File: config.mk
export PLATFORM = sky130hd
export DESIGN_NAME = fd_flush_pipe_reg_flat
export DESIGN_NICKNAME = d
export VERILOG_FILES = /design/src/rtl/fd_flush_pipe_reg_pkg.sv /design/src/rtl/fd_flush_pipe_reg_if.sv /design/src/rtl/fd_flush_pipe_reg_sat_counter.sv /design/src/rtl/fd_flush_pipe_reg.sv /design/src/flat_wrapper.sv
export SDC_FILE = /design/constraint.sdc
export NUM_CORES = 1
export LEC_CHECK = 0
export ABC_CLOCK_PERIOD_IN_PS = 2400
export BUFFER_PORTS_ARGS = -buffer_cell sky130_fd_sc_hd__buf_2
export CORE_MARGIN = 2
export CORE_UTILIZATION = 35
export CTS_BUF_LIST = sky130_fd_sc_hd__clkbuf_4 sky130_fd_sc_hd__clkbuf_8
export CTS_CLUSTER_DIAMETER = 150
export DETAILED_ROUTE_END_ITERATION = 16
export GPL_ROUTABILITY_DRIVEN = 0
export PLACE_DENSITY = 0.66
export SETUP_SLACK_MARGIN = 0.1
export SYNTH_ARGS = -nofsm -noshare
export SYNTH_HDL_FRONTEND = slang
export SYNTH_SLANG_ARGS = --single-unit
File: constraint.sdc
create_clock -name clk_i -period 2.4 [get_ports clk_i]
set_clock_uncertainty 0.1 [all_clocks]
set_input_delay 0.12 -clock clk_i [delete_from_list [all_inputs] [get_ports clk_i]]
set_output_delay 0.12 -clock clk_i [all_outputs]
set_load 0.1 [all_outputs]
File: src/rtl/fd_flush_pipe_reg_pkg.sv
// Shared constants and types for the fetch-to-decode pipeline register.
// Flush encodings, the NOP word and the queue occupancy states.
package fd_flush_pipe_reg_pkg;

    localparam logic        PLFLUSH_ENABLE  = 1'b1;
    localparam logic        PLFLUSH_DISABLE = 1'b0;
    localparam logic [31:0] NOP_ENCODING    = 32'h0000_0013;

    typedef enum logic [1:0] {
        FDQ_EMPTY = 2'd0,
        FDQ_ONE   = 2'd1,
        FDQ_FULL  = 2'd2
    } fdq_state_e;

    function automatic logic [1:0] fdq_count(input fdq_state_e s);
        case (s)
            FDQ_ONE:  return 2'd1;
            FDQ_FULL: return 2'd2;
            default:  return 2'd0;
        endcase
    endfunction

endpackage

File: src/rtl/fd_flush_pipe_reg_if.sv
// Fetch/decode handshake bundle for the F->D pipeline register.
// Signal suffixes are relative to the buffer (slave) side.
interface fd_flush_pipe_reg_if #(
    parameter int unsigned XLEN  = 32,
    parameter int unsigned CNT_W = 16
);

    logic             pipeline_Flush_i;
    logic             f_valid_i;
    logic             f_ready_o;
    logic [XLEN-1:0]  f_pc_i;
    logic [31:0]      f_inst_i;
    logic             d_valid_o;
    logic             d_ready_i;
    logic [XLEN-1:0]  d_pc_o;
    logic [31:0]      d_inst_o;
    logic [CNT_W-1:0] squash_cnt_o;

    modport master (
        output pipeline_Flush_i, f_valid_i, f_pc_i, f_inst_i, d_ready_i,
        input  f_ready_o, d_valid_o, d_pc_o, d_inst_o, squash_cnt_o
    );

    modport slave (
        input  pipeline_Flush_i, f_valid_i, f_pc_i, f_inst_i, d_ready_i,
        output f_ready_o, d_valid_o, d_pc_o, d_inst_o, squash_cnt_o
    );

endinterface

File: src/rtl/fd_flush_pipe_reg_sat_counter.sv
// Saturating event counter taking an increment of 0..3 per cycle.
// Reusable for hazard performance counters; async active-low clear.
module fd_flush_pipe_reg_sat_counter #(
    parameter int unsigned WIDTH = 16
) (
    input  logic             clk_i,
    input  logic             rstn_i,
    input  logic [1:0]       inc_i,
    output logic [WIDTH-1:0] cnt_o
);

    localparam logic [WIDTH+1:0] MAX_VAL = {2'b00, {WIDTH{1'b1}}};

    logic [WIDTH-1:0] r_cnt;
    logic [WIDTH+1:0] w_sum;

    // Two guard bits so that a 2-bit increment cannot wrap before the compare.
    assign w_sum = {2'b00, r_cnt} + {{WIDTH{1'b0}}, inc_i};

    always_ff @(posedge clk_i or negedge rstn_i) begin
        if (!rstn_i) begin
            r_cnt <= '0;
        end else if (w_sum > MAX_VAL) begin
            r_cnt <= '1;
        end else begin
            r_cnt <= w_sum[WIDTH-1:0];
        end
    end

    assign cnt_o = r_cnt;

endmodule

File: src/rtl/fd_flush_pipe_reg.sv
// F->D pipeline register: 2-entry skid buffer with valid/ready on both sides.
// A flush squashes held and incoming beats and adds them to a saturating counter.
module fd_flush_pipe_reg
    import fd_flush_pipe_reg_pkg::*;
#(
    parameter int unsigned XLEN     = 32,
    parameter int unsigned CNT_W    = 16,
    parameter logic [31:0] NOP_INST = NOP_ENCODING
) (
    input logic                clk_i,
    input logic                rstn_i,
    fd_flush_pipe_reg_if.slave bus
);

    fdq_state_e      r_state;
    fdq_state_e      w_state_nxt;
    logic            r_head;
    logic            r_tail;
    logic [XLEN-1:0] r_pc   [2];
    logic [31:0]     r_inst [2];
    logic [XLEN-1:0] r_pc_hold;

    logic            w_flush;
    logic            w_ready;
    logic            w_valid;
    logic            w_push;
    logic            w_pop;
    logic [1:0]      w_sq_inc;

    assign w_flush = (bus.pipeline_Flush_i == PLFLUSH_ENABLE);
    // Held low in reset; otherwise depends only on the registered occupancy.
    assign w_ready = rstn_i & (r_state != FDQ_FULL);
    assign w_valid = (r_state != FDQ_EMPTY) & (bus.pipeline_Flush_i == PLFLUSH_DISABLE);
    assign w_push  = bus.f_valid_i & w_ready;
    assign w_pop   = w_valid & bus.d_ready_i;

    always_comb begin
        w_state_nxt = r_state;
        w_sq_inc    = 2'd0;
        if (w_flush) begin
            w_state_nxt = FDQ_EMPTY;
            w_sq_inc    = fdq_count(r_state) + {1'b0, w_push};
        end else begin
            unique case (r_state)
                FDQ_EMPTY: if (w_push) w_state_nxt = FDQ_ONE;
                FDQ_ONE: begin
                    if (w_push && !w_pop) begin
                        w_state_nxt = FDQ_FULL;
                    end else if (!w_push && w_pop) begin
                        w_state_nxt = FDQ_EMPTY;
                    end
                end
                FDQ_FULL:  if (w_pop) w_state_nxt = FDQ_ONE;
                default:   w_state_nxt = FDQ_EMPTY;
            endcase
        end
    end

    always_ff @(posedge clk_i or negedge rstn_i) begin
        if (!rstn_i) begin
            r_state   <= FDQ_EMPTY;
            r_head    <= 1'b0;
            r_tail    <= 1'b0;
            r_pc_hold <= '0;
            for (int i = 0; i < 2; i++) begin
                r_pc[i]   <= '0;
                r_inst[i] <= '0;
            end
        end else begin
            r_state <= w_state_nxt;
            if (w_valid) begin
                r_pc_hold <= r_pc[r_head];
            end
            if (w_flush) begin
                r_head <= 1'b0;
                r_tail <= 1'b0;
            end else begin
                if (w_push) begin
                    r_pc[r_tail]   <= bus.f_pc_i;
                    r_inst[r_tail] <= bus.f_inst_i;
                    r_tail         <= ~r_tail;
                end
                if (w_pop) begin
                    r_head <= ~r_head;
                end
            end
        end
    end

    fd_flush_pipe_reg_sat_counter #(
        .WIDTH (CNT_W)
    ) u_squash_cnt (
        .clk_i  (clk_i),
        .rstn_i (rstn_i),
        .inc_i  (w_sq_inc),
        .cnt_o  (bus.squash_cnt_o)
    );

    assign bus.f_ready_o = w_ready;
    assign bus.d_valid_o = w_valid;
    assign bus.d_pc_o    = w_valid ? r_pc[r_head] : r_pc_hold;
    assign bus.d_inst_o  = w_valid ? r_inst[r_head] : NOP_INST;

endmodule

File: src/flat_wrapper.sv
// flat-port wrapper written by rule: the top's interface ports become plain ports
module fd_flush_pipe_reg_flat import fd_flush_pipe_reg_pkg::*;
#(
    parameter int unsigned XLEN     = 32,
    parameter int unsigned CNT_W    = 16,
    parameter logic [31:0] NOP_INST = NOP_ENCODING
)
  (clk_i, rstn_i, bus_pipeline_Flush_i, bus_f_valid_i, bus_f_pc_i, bus_f_inst_i, bus_d_ready_i, bus_f_ready_o, bus_d_valid_o, bus_d_pc_o, bus_d_inst_o, bus_squash_cnt_o);
  fd_flush_pipe_reg_if #(.XLEN(XLEN), .CNT_W(CNT_W)) bus_i ();
  input logic clk_i;
  input logic rstn_i;
  input wire logic [$bits(bus_i.pipeline_Flush_i)-1:0] bus_pipeline_Flush_i;
  input wire logic [$bits(bus_i.f_valid_i)-1:0] bus_f_valid_i;
  input wire logic [$bits(bus_i.f_pc_i)-1:0] bus_f_pc_i;
  input wire logic [$bits(bus_i.f_inst_i)-1:0] bus_f_inst_i;
  input wire logic [$bits(bus_i.d_ready_i)-1:0] bus_d_ready_i;
  output wire logic [$bits(bus_i.f_ready_o)-1:0] bus_f_ready_o;
  output wire logic [$bits(bus_i.d_valid_o)-1:0] bus_d_valid_o;
  output wire logic [$bits(bus_i.d_pc_o)-1:0] bus_d_pc_o;
  output wire logic [$bits(bus_i.d_inst_o)-1:0] bus_d_inst_o;
  output wire logic [$bits(bus_i.squash_cnt_o)-1:0] bus_squash_cnt_o;
  assign bus_i.pipeline_Flush_i = bus_pipeline_Flush_i;
  assign bus_i.f_valid_i = bus_f_valid_i;
  assign bus_i.f_pc_i = bus_f_pc_i;
  assign bus_i.f_inst_i = bus_f_inst_i;
  assign bus_i.d_ready_i = bus_d_ready_i;
  assign bus_f_ready_o = bus_i.f_ready_o;
  assign bus_d_valid_o = bus_i.d_valid_o;
  assign bus_d_pc_o = bus_i.d_pc_o;
  assign bus_d_inst_o = bus_i.d_inst_o;
  assign bus_squash_cnt_o = bus_i.squash_cnt_o;
  fd_flush_pipe_reg #(.XLEN(XLEN), .CNT_W(CNT_W), .NOP_INST(NOP_INST)) u_core (.clk_i(clk_i), .rstn_i(rstn_i), .bus(bus_i));
endmodule
=== Yosys cells after proc, flatten, opt, wreduce, memory -nomap -nowiden ===
Index checks and enable logic that the tools add are counted.

* $add $sub $neg: 2
* $mul: 0
* Divide/modulo/power cells: 0
* Order comparisons: 4
* Equality and inequality tests: 6
* Shifts and indexed selects: 0
* Muxes and demuxes: 26
* Bitwise operators: 9
* Reduce and logical (&&, ||, !) cells: 11

{| class="wikitable"
|+ Operators by type and width
! kind !! count
|-
| $mux 32 || 9
|-
| $bwmux 64 || 2
|-
| $demux 32 s1 || 1
|-
| $gt 18x16->1 const B || 1
|-
| $add 16x2->17 || 1
|-
| $mux 16 || 1
|-
| $mux 2 || 7
|-
| $ne 3x2->1 const B || 2
|-
| $pmux 2 s3 || 1
|-
| $reduce_bool 2->1 || 3
|-
| $and 1x1->1 || 4
|-
| $ge 2x2->1 const B || 2
|-
| $mux 1 || 4
|-
| $ne 4x2->1 const B || 1
|-
| $not 1->2 || 2
|-
| $pmux 2 s2 || 1
|-
| $logic_and 1x1->1 || 3
|-
| $not 1->1 || 3
|-
| $reduce_and 3->1 || 1
|-
| $add 2x1->2 || 1
|-
| $eq 2x1->1 const B || 1
|-
| $eq 2x2->1 const B || 1
|-
| $logic_not 1->1 || 2
|-
| $logic_not 2->1 || 1
|-
| other kinds (3) || 3
|}

* Register bits: 180
* Latch bits: 0
* RAM bits: 0
* ROM bits: 0
* Input bits: 69
* Output and inout port bits: 82
* Logic and storage cells: 67
* Memories kept: 0

=== Logic depth before layout (Yosys ltp) ===
Gate-level depths: netlist (run 1).

* Depth in word-level cells: 9
* Gate-level depth with buffers: 11
* Gate-level depth less buffers: 11

=== Hierarchy ===
From an unflattened synthesis (run 1), not the netlist that was laid out.

* Cells, all modules: 583
* Area total of the unflattened synthesis: 8169.1 µm²

{| class="wikitable"
|+ By module, submodules not included
! module !! times used !! cells an instance !! area an instance (µm²) !! sequential area each (µm²)
|-
| fd_flush_pipe_reg || 1 || 511 || 7362.1 || 4103.9
|-
| fd_flush_pipe_reg_sat_counter || 1 || 72 || 807.0 || 400.4
|}

=== Worst setup path before layout (run 1) ===
No wires, ideal clock.

* Kind: register -> register
* Start point: register u_core.r_head
* End point: register u_core.r_pc_hold[24]
* Setup time: 0.353 ns
* Data arrival time: 3.164 ns
* Required time: 1.947 ns
* Slack: -1.217 ns
* Stages on the path, launching flop included: 6
* Buffers on the path: 3
* Period minus slack after synthesis: 3.617 ns
* Cell sequence: dfrtp_1 -> clkbuf_1 -> buf_2 -> buf_2 -> mux2i_1 -> o21ai_0

* Cells in the longest elaborated chain, start to end: 5

{| class="wikitable"
|+ Ends and longest elaborated chain
! what !! line !! text
|-
| from (decl) || fd_flush_pipe_reg.sv:17 || <nowiki>logic r_head;</nowiki>
|-
| from (signal assigned) || fd_flush_pipe_reg.sv:84 || <nowiki>r_head <= ~r_head;</nowiki>
|-
| $not 1->2 || n/a ||
|-
| $mux 32 (4 in series) || n/a ||
|-
| net bus_d_pc_o[24] || flat_wrapper.sv:19 || <nowiki>output wire logic [$bits(bus_i.d_pc_o)-1:0] bus_d_pc_o;</nowiki>
|-
| to (signal assigned) || fd_flush_pipe_reg.sv:72 || <nowiki>r_pc_hold <= r_pc[r_head];</nowiki>
|-
| to (decl) || fd_flush_pipe_reg.sv:21 || <nowiki>logic [XLEN-1:0] r_pc_hold;</nowiki>
|}

The timed path passes the listed nets, and every way through them passes these cells. The select of a mux whose other input is x is not followed.
A chain may end at the register's enable or synchronous reset.

=== Final worst setup path (run 1) ===
* Start point: register u_core.r_state[0]
* End point: register u_core.u_squash_cnt.r_cnt[0], in the netlist u_core.u_squash_cnt.cnt_o[0]

* Cells in the longest elaborated chain, start to end: 8
* Elaborated cells on any way between the ends: 12
* Classes of those cells: add/sub (2); order compare (1); eq/ne (3); mux (4); bitwise (2)

{| class="wikitable"
|+ Ends and longest elaborated chain
! what !! line !! text
|-
| from (decl) || fd_flush_pipe_reg.sv:15 || <nowiki>fdq_state_e r_state;</nowiki>
|-
| from (signal assigned) || fd_flush_pipe_reg.sv:70 || <nowiki>r_state <= w_state_nxt;</nowiki>
|-
| $eq 2x2->1 (tied with other cells) || fd_flush_pipe_reg_pkg.sv:16 || <nowiki>case (s)</nowiki>
|-
| $pmux 2 s2 or $and 1x1->1 (tied branches) || fd_flush_pipe_reg_pkg.sv:16, fd_flush_pipe_reg.sv:32 ||
|-
| $mux 2 or $and 1x1->1 (tied branches) || fd_flush_pipe_reg.sv:40, fd_flush_pipe_reg.sv:34 ||
|-
| $add 2x1->2 (*) || fd_flush_pipe_reg.sv:42 || <nowiki>w_sq_inc = fdq_count(r_state) + {1'b0, w_push};</nowiki>
|-
| $mux 2 (*) || fd_flush_pipe_reg.sv:40 || <nowiki>if (w_flush) begin</nowiki>
|-
| $add 16x2->17 (*) || fd_flush_pipe_reg_sat_counter.sv:18 || <nowiki>assign w_sum = {2'b00, r_cnt} + {{WIDTH{1'b0}}, inc_i};</nowiki>
|-
| $gt 18x16->1 || fd_flush_pipe_reg_sat_counter.sv:23 || <nowiki>end else if (w_sum > MAX_VAL) begin</nowiki>
|-
| $mux 16 (*) || fd_flush_pipe_reg_sat_counter.sv:23 ||
|-
| to (signal assigned) || fd_flush_pipe_reg_sat_counter.sv:26 || <nowiki>r_cnt <= w_sum[WIDTH-1:0];</nowiki>
|-
| to (decl) || fd_flush_pipe_reg_sat_counter.sv:14 || <nowiki>logic [WIDTH-1:0] r_cnt;</nowiki>
|}

Mark *: on every way between the ends. The rest lies on a longest branch, timed or not. The select of a mux whose other input is x is not followed.

==> summary.md, run 1 <==
| Metric | Value |
|---|---|
| # H-tree levels | `4` |
| Sequential share of power | `0.373` |
| Max Clk Rate | `428 MHz` |
| Ys async rst share | `1.00` |
| RSZ-0062 raised after global routing | `true` |
| Post-synthesis register bit count | `180` |
| R2R cell count | `10` |
| Root Driver | `clkbuf_8` |
| Post-synth top area share | `0.560` |
| Worst R2R Setup Slack | `0.06 ns` |
| Mapped Avg Cell Area | `13.7 um2` |
| Inserted Clock Buffers | `17` |
| CP startpoint kind | `register` |
| DRC | `0` |
| CP arrival | `2.61 ns` |
| ANT cells | `0` |
| All-layer global routing usage | `0.151` |
| Critical Path Sink Type | `register` |
| Die Y-Extent | `156 um` |
| Area Growth Syn to Fin | `42.3%` |
| VDD IR max | `0.000846 V` |
| Area of the die | `between 20,000 and 25,000 um2` |
| # nets final | `900` |
| Worst R2R Start | `u_core.r_state[0]` |
| Worst-Skew Late Latency | `0.44 ns` |
| Final hold vios | `0` |
| Mapped Area | `8050 um2` |
| Sequential fraction of the synthesis area | `0.560` |
| IO Count | `roughly 150` |
| Sink Count | `180` |
| Combinational Power Share | `0.419` |
| Max clock buf depth | `2` |
| Hold Crit Class | `in2async` |
| Required @ worst endpoint | `around 2.7 ns` |
| Core Region | `~23,000 um2` |
| Slew HR | `0.403` |
| Clk network pwr share | `0.208` |
| Die width | `156 um` |
| PwrDens | `~1000 nW/um2` |
| Hold slack final | `0.193 ns` |
| Post-synth EDFFs | `0` |
| Antenna violations before repair | `0` |
| Drt first pass iters | `4` |
| MaxCap Viol Count | `0` |
| # port buffers | `150` |
| Initial Util | `0.356` |
| Yosys top cell by area | `dfrtp_1` |
| Most common library cells after synthesis | `dfrtp_1 (180), mux2_2 (65), mux2i_1 (65)` |
| Leakage | `0.00537 uW` |
| Multi-input gate area | `~3600 um2` |
| Area occupied by registers | `4510 um2` |
| Fillcell total | `1,943` |
| Net count after synthesis | `663` |
| NetSw | `4460 uW` |
| Vias in the first global route | `about 5,500` |
| Grt total ovfl | `0` |
| Share of layout cells above drive strength 1 | `0.488` |
| Overall Power | `11,400 uW` |
| Crit Path Category | `reg2reg` |
| Period minus WS final | `2.34 ns` |
| Crit Path Max Fanout | `7` |
| TritonCTS clock tree | `built` |
| Outcome | `completed` |
| Setup-failing EPs final | `0` |
| Worst Max-Slew Pin Slew | `slightly below 0.9 ns` |
| R2r endpoint | `u_core.u_squash_cnt.cnt_o[0]` |
| Top FF cell, synth | `dfrtp_1` |
| Post-DR wirelength/cell | `16.7 um` |
| Pin count of the biggest net entering global routing | `70` |
| Routed via count | `5,340` |
| Vias/cell | `4.76` |
| Slew Viols, Final | `0` |
| Detail Route Antenna Nets | `0` |
| Most common cell in the synthesized netlist | `dfrtp_1` |
| Mapped Cells | `between 500 and 600` |
| Reg clk slew, reported paths | `approximately 0.1 ns` |
| Site Rows | `55` |
| Synthesis warning total | `0` |
| Routed Wire Length | `18,800 um` |
| Post-DP HPWL | `10,700 um` |
| Final Cycle Share | `0.975` |
| Initial DRC Count | `242` |
| Switching share of power | `0.392` |
| Yosys cell types | `41` |
| First-pass GRT wire length | `28,900 um` |
| Synth area leaders | `dfrtp_1 (56%), mux2_4 (11%), mux2_2 (9.1%), mux2i_1 (8.1%), nand2_1 (2.4%)` |
| Pint | `6920 uW` |
==> critical path: stages (launching register included) <==
cell	delay (ns)
dfrtp_1	0.41
nand2b_4	0.16
nand3_4	0.07
inv_4	0.04
ha_4	0.24
and2_4	0.14
ha_4	0.12
fa_2	0.21
nand2_2	0.08
or4_4	0.60
nand2b_1	0.11
==> sequential cells by signal (all words and copies together) (netlist names) <==
register	count
u_core.r_state	2
u_core.r_inst	64
u_core.u_squash_cnt.cnt_o	16
u_core.r_tail	1
u_core.r_pc_hold	32
u_core.r_head	1
u_core.r_pc	64
==> placed cells by master (no fill, tap or decap), drive strengths merged <==
master and instances:
nand2 53, or3 1, a31oi 1, bufinv 4, inv 9, or3b 1, and4 2, nor2b 1
xnor2 2, nor2 35, fa 1, nor3 2, and3 1, clkinvlp 1, clkinv 3, xor2 9
nand2b 5, mux2 130, buf 170, dfrtp 180, nand4 3, and2 3, dlygate4sd3 68, o31ai 1
a21oi 2, or2 2, o21ai 33, or4 3, mux2i 65, clkbuf 31, nand3 10, ha 4
a21o 1, a41o 1
==> per-stage QoR <==
step / setup TNS [ns] / worst slack, ns / std cells / cell area (um2) / utilization
3_5_place_dp: -0.0140 / -0.00992 / 1010 / 9660 / 0.427
5_1_grt: -0.220 / -0.0386 / 1123 / 11500 / 0.506
4_1_cts: 0 / 0.0381 / 1111 / 11000 / 0.487
6_report: 0 / 0.0610 / 1123 / 11500 / 0.506
3_3_place_gp: 0 / 0.0552 / 1010 / 9660 / 0.427
2_1_floorplan: -19.02 / -0.373 / 589 / 8180 / -
==> routing by layer <==
layer  vias to the layer above  track usage  share of wire
met1                      2699        0.207           0.48
met5                         -            0              0
met2                       105        0.239           0.48
met3                         9       0.0397          0.036
li1                       2527            -              -
met4                         0       0.0336          0.010
==> final cells by class <==
cell class	instances	share of cell area
clock inverter	12	0.0166
clock buffer	19	0.0228
multi-input combinational	372	0.313
timing repair buffer	250	0.220
sequential	180	0.394
tap	285	0.0311
inverter	5	0.00219
==> how the worst max path moves through the flow <==
stage	startpoint	endpoint	slack, ns	cells after the start
2_1_floorplan	u_core.r_head	u_core.r_pc_hold[14]	-0.37	4
3_3_place_gp	u_core.r_state[0]	u_core.u_squash_cnt.cnt_o[0]	0.06	10
3_5_place_dp	u_core.r_state[1]	u_core.u_squash_cnt.cnt_o[0]	-0.01	8
4_1_cts	u_core.r_state[0]	bus_d_pc_o[5]	0.04	6
5_1_grt	u_core.r_state[0]	u_core.u_squash_cnt.cnt_o[0]	-0.04	10
6_report	u_core.r_state[0]	u_core.u_squash_cnt.cnt_o[0]	0.06	10
==> power by group through the flow <==
stage | logic (uW) | clock network [uW] | registers (uW)
2_1_floorplan | 2910 | 0 | 4490
3_3_place_gp | 4290 | 0 | 4260
3_5_place_dp | 4330 | 0 | 4290
4_1_cts | 4600 | 2440 | 4240
5_1_grt | 5000 | 2570 | 4340
6_report | 4770 | 2360 | 4250
==> what timing repair did <==
item / CTS / global route
gates cloned: 1 / 8
gates resized for setup: 60 / 68
hold buffers: 68 / 0
hold endpoints to repair: 180 / 0
setup endpoints to repair: 59 / 73
pin swaps: 3 / 7
buffers inserted: 1 / 4
==> kinds of logic after synthesis <==
family | share of synthesized area
AND/OR/NAND/NOR | 0.0700
multiplexers | 0.291
buffers and inverters | 0.0334
XOR/XNOR | 0.0120
adder cells (fa/ha/maj) | 0.00871
flip-flops | 0.560
AO/OA/AOI/OAI | 0.0257
Power figures use the tool's default switching activity.
==> run 2: changes to the inputs <==
--- a/config.mk
+++ b/config.mk
@@ -6,7 +6,7 @@
 export NUM_CORES = 1
 export LEC_CHECK = 0
 export ABC_CLOCK_PERIOD_IN_PS = 2400
-export BUFFER_PORTS_ARGS = -buffer_cell sky130_fd_sc_hd__buf_2
+export BUFFER_PORTS_ARGS = -buffer_cell sky130_fd_sc_hd__clkbuf_2
 export CORE_MARGIN = 2
 export CORE_UTILIZATION = 35
 export CTS_BUF_LIST = sky130_fd_sc_hd__clkbuf_4 sky130_fd_sc_hd__clkbuf_8
==> summary.md, run 2 (same netlist as run 1, synthesis figures left out) <==
| Metric | Value |
|---|---|
| Leading cell type in the layout, fill and taps excluded | `dfrtp_1 (unchanged)` |
| Fillcell total | `1,850 (was 1,943)` |
| RSZ-0062 raised after global routing | `true (unchanged)` |
| Routed Wire Length | `19,300 um (was 18,800 um)` |
| TritonCTS clock tree | `built (unchanged)` |
| Most frequent cells in the layout | `dfrtp_1 (177), clkbuf_2 (83), dlygate4sd3_1 (69) (was dfrtp_1 (177), buf_2 (84), dlygate4sd3_1 (68))` |
| PwrDens | `955 nW/um2 (was 994 nW/um2)` |
| NetSw | `4670 uW (was 4460 uW)` |
| Period minus WS final | `2.35 ns (was 2.34 ns)` |
| First-pass GRT wire length | `28,800 um (was 28,900 um)` |
| Root Driver | `clkbuf_8 (unchanged)` |
| Antenna violations before repair | `0 (unchanged)` |
| Slew HR | `0.350 (was 0.403)` |
| Place WS | `-0.0575 ns (was -0.00992 ns)` |
| Drt first pass iters | `4 (unchanged)` |
| Post-DP HPWL | `10,200 um (was 10,700 um)` |
| All-layer global routing usage | `0.151 (about the same)` |
| Max clock buf depth | `2 (unchanged)` |
| Die Y-Extent | `156 um (unchanged)` |
| Initial DRC Count | `152 (was 242)` |
| Crit Path Max Fanout | `3 (was 7)` |
| Reg clk slew, reported paths | `0.11 ns (was 0.10 ns)` |
| Leakage | `0.00549 uW (was 0.00537 uW)` |
| Hold Crit Class | `in2reg (was in2async)` |
| VDD IR max | `0.000985 V (was 0.000846 V)` |
| Setup WS post-layout | `0.0542 ns (was 0.0610 ns)` |
| ANT cells | `0 (unchanged)` |
| # H-tree levels | `4 (unchanged)` |
| Outcome | `completed (unchanged)` |
| Worst Hold End | `u_core.r_pc[21]` |
| Area Growth Syn to Fin | `47.2% (was 42.3%)` |
| Combinational Power Share | `0.435 (was 0.419)` |
| R2R cell count | `10 (unchanged)` |
| Final hold vios | `0 (unchanged)` |
| Clk network pwr share | `0.189 (was 0.208)` |
| Initial Util | `0.356 (unchanged)` |
| Max Clk Rate | `426 MHz (was 428 MHz)` |
| Worst Max-Slew Pin Slew | `0.974 ns (was 0.895 ns)` |
| Post-DR wirelength/cell | `17.0 um (was 16.7 um)` |
| Inserted Clock Buffers | `17 (unchanged)` |
| Routed via count | `5,474 (was 5,340)` |
| Vias in the first global route | `5,489 (was 5,494)` |
| CP startpoint kind | `register (unchanged)` |
| Pin count of the biggest net entering global routing | `181 (was 70)` |
| Switching share of power | `0.413 (was 0.392)` |
| IO Count | `151 (unchanged)` |
| Site Rows | `55 (unchanged)` |
| MaxCap Viol Count | `0 (unchanged)` |
| CP arrival | `2.60 ns (was 2.61 ns)` |
| Setup-failing EPs final | `0 (unchanged)` |
| Hold Crit Start | `bus_f_pc_i[21]` |
| Slew Viols, Final | `0 (unchanged)` |
| Critical Path Sink Type | `register (unchanged)` |
| Worst-Skew Late Latency | `0.45 ns (was 0.44 ns)` |
| Final Cycle Share | `0.977 (was 0.975)` |
| Area occupied by registers | `4510 um2 (unchanged)` |
| Multi-input gate area | `3790 um2 (was 3590 um2)` |
| DRC | `0 (unchanged)` |
| Vias/cell | `4.82 (was 4.76)` |
| Non-filler instance count after layout | `1,136 (was 1,123)` |
| Largest regs | `u_core.r_inst (64), u_core.r_pc (64), u_core.r_pc_hold (32) (unchanged)` |
| Post-Place Cells | `1,009 (was 1,010)` |
| Core Region | `22,600 um2 (unchanged)` |
| # port buffers | `150 (unchanged)` |
| Sink Count | `180 (unchanged)` |
| # nets final | `912 (was 900)` |
| Required @ worst endpoint | `2.65 ns (was 2.67 ns)` |
| Worst R2R Start | `u_core.r_state[0] (unchanged)` |
| Hold path depth | `3` |
| Sequential share of power | `0.376 (was 0.373)` |
| Area of the die | `24,200 um2 (unchanged)` |
| Share of layout cells above drive strength 1 | `0.523 (was 0.488)` |
| Pint | `6650 uW (was 6920 uW)` |
| Crit Path Category | `reg2reg (unchanged)` |
| Detail Route Antenna Nets | `0 (unchanged)` |
| Grt total ovfl | `0 (unchanged)` |
| Die width | `156 um (unchanged)` |
| R2r endpoint | `u_core.u_squash_cnt.cnt_o[14] (was u_core.u_squash_cnt.cnt_o[0])` |
| Worst R2R Setup Slack | `0.05 ns (was 0.06 ns)` |
## run 2: changes by cell type in the layout (fill, tap and decap cells not counted), moves of 5 or more
| cell | before | now |
|---|---|---|
| nand2_2 | 6 | 15 |
| nand2_1 | 47 | 34 |
| nor2_1 | 18 | 13 |
| o21ai_2 | 18 | 12 |
| clkbuf_2 | 0 | 83 |
| nor2_4 | 1 | 7 |
| buf_4 | 41 | 25 |
| o21ai_4 | 9 | 18 |
| buf_2 | 84 | 0 |
| buf_6 | 6 | 23 |
## run 2: metrics by stage
stage / TNS, ns / power [uW] / instance area [um2] / utilization / hold WS [ns]
after floorplan: -19.02 / 7400 / 8180 / - / -0.276
after global placement: -0.0126 / 8560 / 9690 / 0.428 / 0.260
after detailed placement: -0.487 / 8640 / 9690 / 0.428 / 0.263
after CTS: 0 / 11000 / 11100 / 0.492 / 0.307
after global routing: -0.0694 / 11800 / 11800 / 0.523 / 0.294
final: 0 / 11300 / 11800 / 0.523 / 0.342
## run 2: layout make-up
| cell class | instances | share of cell area |
|---|---|---|
| clock inverters | 15 | 0.0139 |
| well taps | 285 | 0.0301 |
| inverters | 5 | 0.00211 |
| flip-flops and latches | 180 | 0.381 |
| clock buffers | 17 | 0.0198 |
| repair buffers | 261 | 0.234 |
| multi-input cells | 373 | 0.320 |
## run 2: power groups by stage
stage	combinational (uW)	sequential (uW)	clock, uW
5_1_grt	5150	4350	2350
4_1_cts	4580	4230	2230
3_5_place_dp	4350	4280	0
3_3_place_gp	4300	4260	0
6_report	4920	4260	2140
2_1_floorplan	2910	4490	0
## run 2: what timing repair did
action	in CTS	in global routing
pin swaps	2	20
hold endpoints to repair	312	0
gates resized for setup	70	122
gates cloned	3	8
hold buffers	69	0
setup buffers	5	10
setup endpoints to repair	81	78
## run 2: critical path, cell delays in order (launching register included)
cell and delay, ns:
dfrtp_1 0.42, buf_4 0.14, nor2b_4 0.13, ha_4 0.23, and2_4 0.15, ha_4 0.15, fa_2 0.35, nand2_2 0.10
buf_6 0.12, nor3_4 0.04, mux2_4 0.29
## run 2: per-layer routing
metal | vias to the layer above | wire length (um) | GRT usage
met5 | - | 0 | 0
met4 | 0 | 122 | 0.0354
met3 | 10 | 722 | 0.0367
met2 | 115 | 9620 | 0.246
met1 | 2793 | 8830 | 0.205
li1 | 2556 | - | -
## run 2: how the worst max path moves through the flow
stage,startpoint,end,cells past startpoint
global placement,u_core.r_state[1],u_core.u_squash_cnt.cnt_o[0],8
CTS,u_core.r_state[0],bus_d_pc_o[19],7
finish,u_core.r_state[0],u_core.u_squash_cnt.cnt_o[14],10
detailed placement,u_core.r_state[1],u_core.u_squash_cnt.cnt_o[0],8
global route,u_core.r_state[0],bus_d_inst_o[1],9
floorplan,u_core.r_head,u_core.r_pc_hold[14],4
==> run 3: changes to the inputs <==
--- a/config.mk
+++ b/config.mk
@@ -9,7 +9,6 @@
 export BUFFER_PORTS_ARGS = -buffer_cell sky130_fd_sc_hd__clkbuf_2
 export CORE_MARGIN = 2
 export CORE_UTILIZATION = 35
-export CTS_BUF_LIST = sky130_fd_sc_hd__clkbuf_4 sky130_fd_sc_hd__clkbuf_8
 export CTS_CLUSTER_DIAMETER = 150
 export DETAILED_ROUTE_END_ITERATION = 16
 export GPL_ROUTABILITY_DRIVEN = 0
==> summary.md, run 3 (same netlist as run 1, synthesis figures left out) <==
| Metric | Value |
|---|---|
| Routed via count | `5,394 (was 5,474)` |
| Hold slack final | `0.0709 ns (was 0.342 ns)` |
| Largest regs | `u_core.r_inst (64), u_core.r_pc (64), u_core.r_pc_hold (32) (unchanged)` |
| DRC | `0 (unchanged)` |
| Met1 Use GR | `0.208 (was 0.205)` |
| Reg clk slew, reported paths | `0.07 ns (was 0.11 ns)` |
| Detail Route Antenna Nets | `0 (unchanged)` |
| Overall Power | `11,800 uW (was 11,300 uW)` |
| Routed Wire Length | `18,700 um (was 19,300 um)` |
| Slowest CP cell | `dfrtp_1 (unchanged)` |
| VDD IR max | `0.000985 V (about the same)` |
| Post-route cell area | `11,600 um2 (was 11,800 um2)` |
| First-pass GRT wire length | `29,100 um (was 28,800 um)` |
| CP arrival | `2.54 ns (was 2.60 ns)` |
| Setup TNS | `0 ns (unchanged)` |
| All-layer global routing usage | `0.152 (was 0.151)` |
| Setup-failing EPs final | `0 (unchanged)` |
| Sink Count | `180 (unchanged)` |
| Max clock buf depth | `2 (unchanged)` |
| Leakage | `0.00542 uW (was 0.00549 uW)` |
| Pin count of the biggest net entering global routing | `181 (unchanged)` |
| Area of the die | `24,200 um2 (unchanged)` |
| IO Count | `151 (unchanged)` |
| Slew HR | `0.357 (was 0.350)` |
| Initial DRC Count | `174 (was 152)` |
| Vias/cell | `4.79 (was 4.82)` |
| Site Rows | `55 (unchanged)` |
| Fillcell total | `1,890 (was 1,850)` |
| Post-DR wirelength/cell | `16.6 um (was 17.0 um)` |
| Critical path cell sequence | `nand2b_4 -> nand3_4 -> inv_4 -> ha_4 -> and2_4 -> ha_4 -> fa_2 -> nand2_2 -> buf_4 -> nor3_4 -> mux2_2 (was buf_4 -> nor2b_4 -> ha_4 -> and2_4 -> ha_4 -> fa_2 -> nand2_2 -> buf_6 -> nor3_4 -> mux2_4)` |
| Worst path most repeated cell | `ha_4 (unchanged)` |
| PwrDens | `1020 nW/um2 (was 955 nW/um2)` |
| Buffer and inverter count on the worst path | `2 (unchanged)` |
| Met3 usage | `0.0333 (was 0.0367)` |
| Hold Crit Class | `in2reg (unchanged)` |
| Die width | `156 um (unchanged)` |
| Area Growth Syn to Fin | `44.6% (was 47.2%)` |
| Crit Path Max Fanout | `3 (unchanged)` |
| Initial Util | `0.356 (unchanged)` |
| Worst Max-Slew Pin Slew | `0.965 ns (was 0.974 ns)` |
| TritonCTS clock tree | `built (unchanged)` |
| Vias in the first global route | `5,545 (was 5,489)` |
| Core Region | `22,600 um2 (unchanged)` |
| Final Cycle Share | `0.973 (was 0.977)` |
| Outcome | `completed (unchanged)` |
| Final hold vios | `0 (unchanged)` |
| Critical Path Sink Type | `register (unchanged)` |
| DP Area | `9690 um2 (unchanged)` |
| Crit Path Category | `reg2reg (unchanged)` |
| Root Driver | `clkbuf_16 (was clkbuf_8)` |
| Period minus WS final | `2.33 ns (was 2.35 ns)` |
| Grt peak-use layer | `met2 (unchanged)` |
| Max Clk Rate | `428 MHz (was 426 MHz)` |
| Drt first pass iters | `4 (unchanged)` |
| # nets final | `903 (was 912)` |
| MaxCap Viol Count | `0 (unchanged)` |
| ANT cells | `0 (unchanged)` |
| CP startpoint kind | `register (unchanged)` |
| Antenna violations before repair | `0 (unchanged)` |
| Core Util, Final | `0.514 (was 0.523)` |
| Share of layout cells above drive strength 1 | `0.500 (was 0.523)` |
| Worst-Skew Late Latency | `0.41 ns (was 0.45 ns)` |
| Die Y-Extent | `156 um (unchanged)` |
| Inserted Clock Buffers | `17 (unchanged)` |
| Slew Viols, Final | `0 (unchanged)` |
| Crit-path max cell delay | `0.39 ns (was 0.42 ns)` |
| Grt total ovfl | `0 (unchanged)` |
| CP delay by family, top | `simple AND/OR/NAND/NOR gates (was adder cells)` |
| # H-tree levels | `4 (unchanged)` |
| RSZ-0062 raised after global routing | `true (unchanged)` |
| Leading cell type in the layout, fill and taps excluded | `dfrtp_1 (unchanged)` |
| # port buffers | `150 (unchanged)` |
| Required @ worst endpoint | `2.61 ns (was 2.65 ns)` |
| GR Util met2 | `0.248 (was 0.246)` |
| Post-DP HPWL | `10,200 um (unchanged)` |
| Most frequent cells in the layout | `dfrtp_1 (177), clkbuf_2 (83), dlygate4sd3_1 (68) (was dfrtp_1 (177), clkbuf_2 (83), dlygate4sd3_1 (69))` |
[run 3: cell count changes in the layout (fill, tap and decap cells not counted), moves of 6 or more]
cell       delta
nand2_1       +7
nor2_1        +6
clkbuf_8     -21
clkbuf_4     +13
nor2_4        -6
clkbuf_16    +10
buf_6         -8
[run 3: repair_timing]
action / CTS / global route
setup endpoints to repair: 77 / 69
setup buffers: 6 / 5
cloned: 4 / 3
gates resized for setup: 55 / 75
pin swaps: 3 / 4
hold buffers: 68 / 0
endpoints found under the hold margin: 312 / 0
[run 3: cell type report]
cell class,count,area (um2),share of cell area
Clock buffer,17,425,0.0366
Clock inverter,15,165,0.0142
Inverter,5,25.0,0.00215
Multi-Input combinational cell,372,3640,0.313
Sequential cell,180,4510,0.388
Tap cell,285,357,0.0306
Timing Repair Buffer,253,2510,0.216
[run 3: stage by stage]
stage | cells | setup WS (ns)
5_1_grt | 1127 | -0.0205
3_5_place_dp | 1009 | -0.0575
4_1_cts | 1119 | 0.0429
6_report | 1127 | 0.0650
3_3_place_gp | 1009 | -0.00769
2_1_floorplan | 589 | -0.373
[run 3: final timing paths]
| path | to | start | cells past startpoint | slack, ns |
|---|---|---|---|---|
| min | u_core.r_head | bus_pipeline_Flush_i | 3 | 0.07 |
| min in group asynchronous | u_core.u_squash_cnt.cnt_o[5] | rstn_i | 3 | 0.42 |
| max in group asynchronous | u_core.r_head | rstn_i | 3 | 1.04 |
| min reg2reg | u_core.r_pc_hold[31] | u_core.r_pc_hold[31] | 2 | 0.37 |
| max reg2reg | u_core.u_squash_cnt.cnt_o[14] | u_core.r_state[0] | 11 | 0.07 |
| max | u_core.u_squash_cnt.cnt_o[14] | u_core.r_state[0] | 11 | 0.07 |
[run 3: power breakdown]
part           total, uW  switching, uW  leakage (uW)  internal (uW)
Clock               2830           1350      0.000278           1490
Sequential          4250            422       0.00223           3830
Combinational       4740           2910       0.00291           1840
[run 3: tightest hold or removal path, stage by stage]
cell      delay [ns]
clkbuf_2        0.23
nand2b_1        0.14
mux2i_1         0.06
[run 3: metal layers]
metal | wire length [um] | vias up
met5 | 0 | -
met1 | 8800 | 2744
met2 | 9030 | 103
li1 | - | 2539
met4 | 181 | 0
met3 | 655 | 8
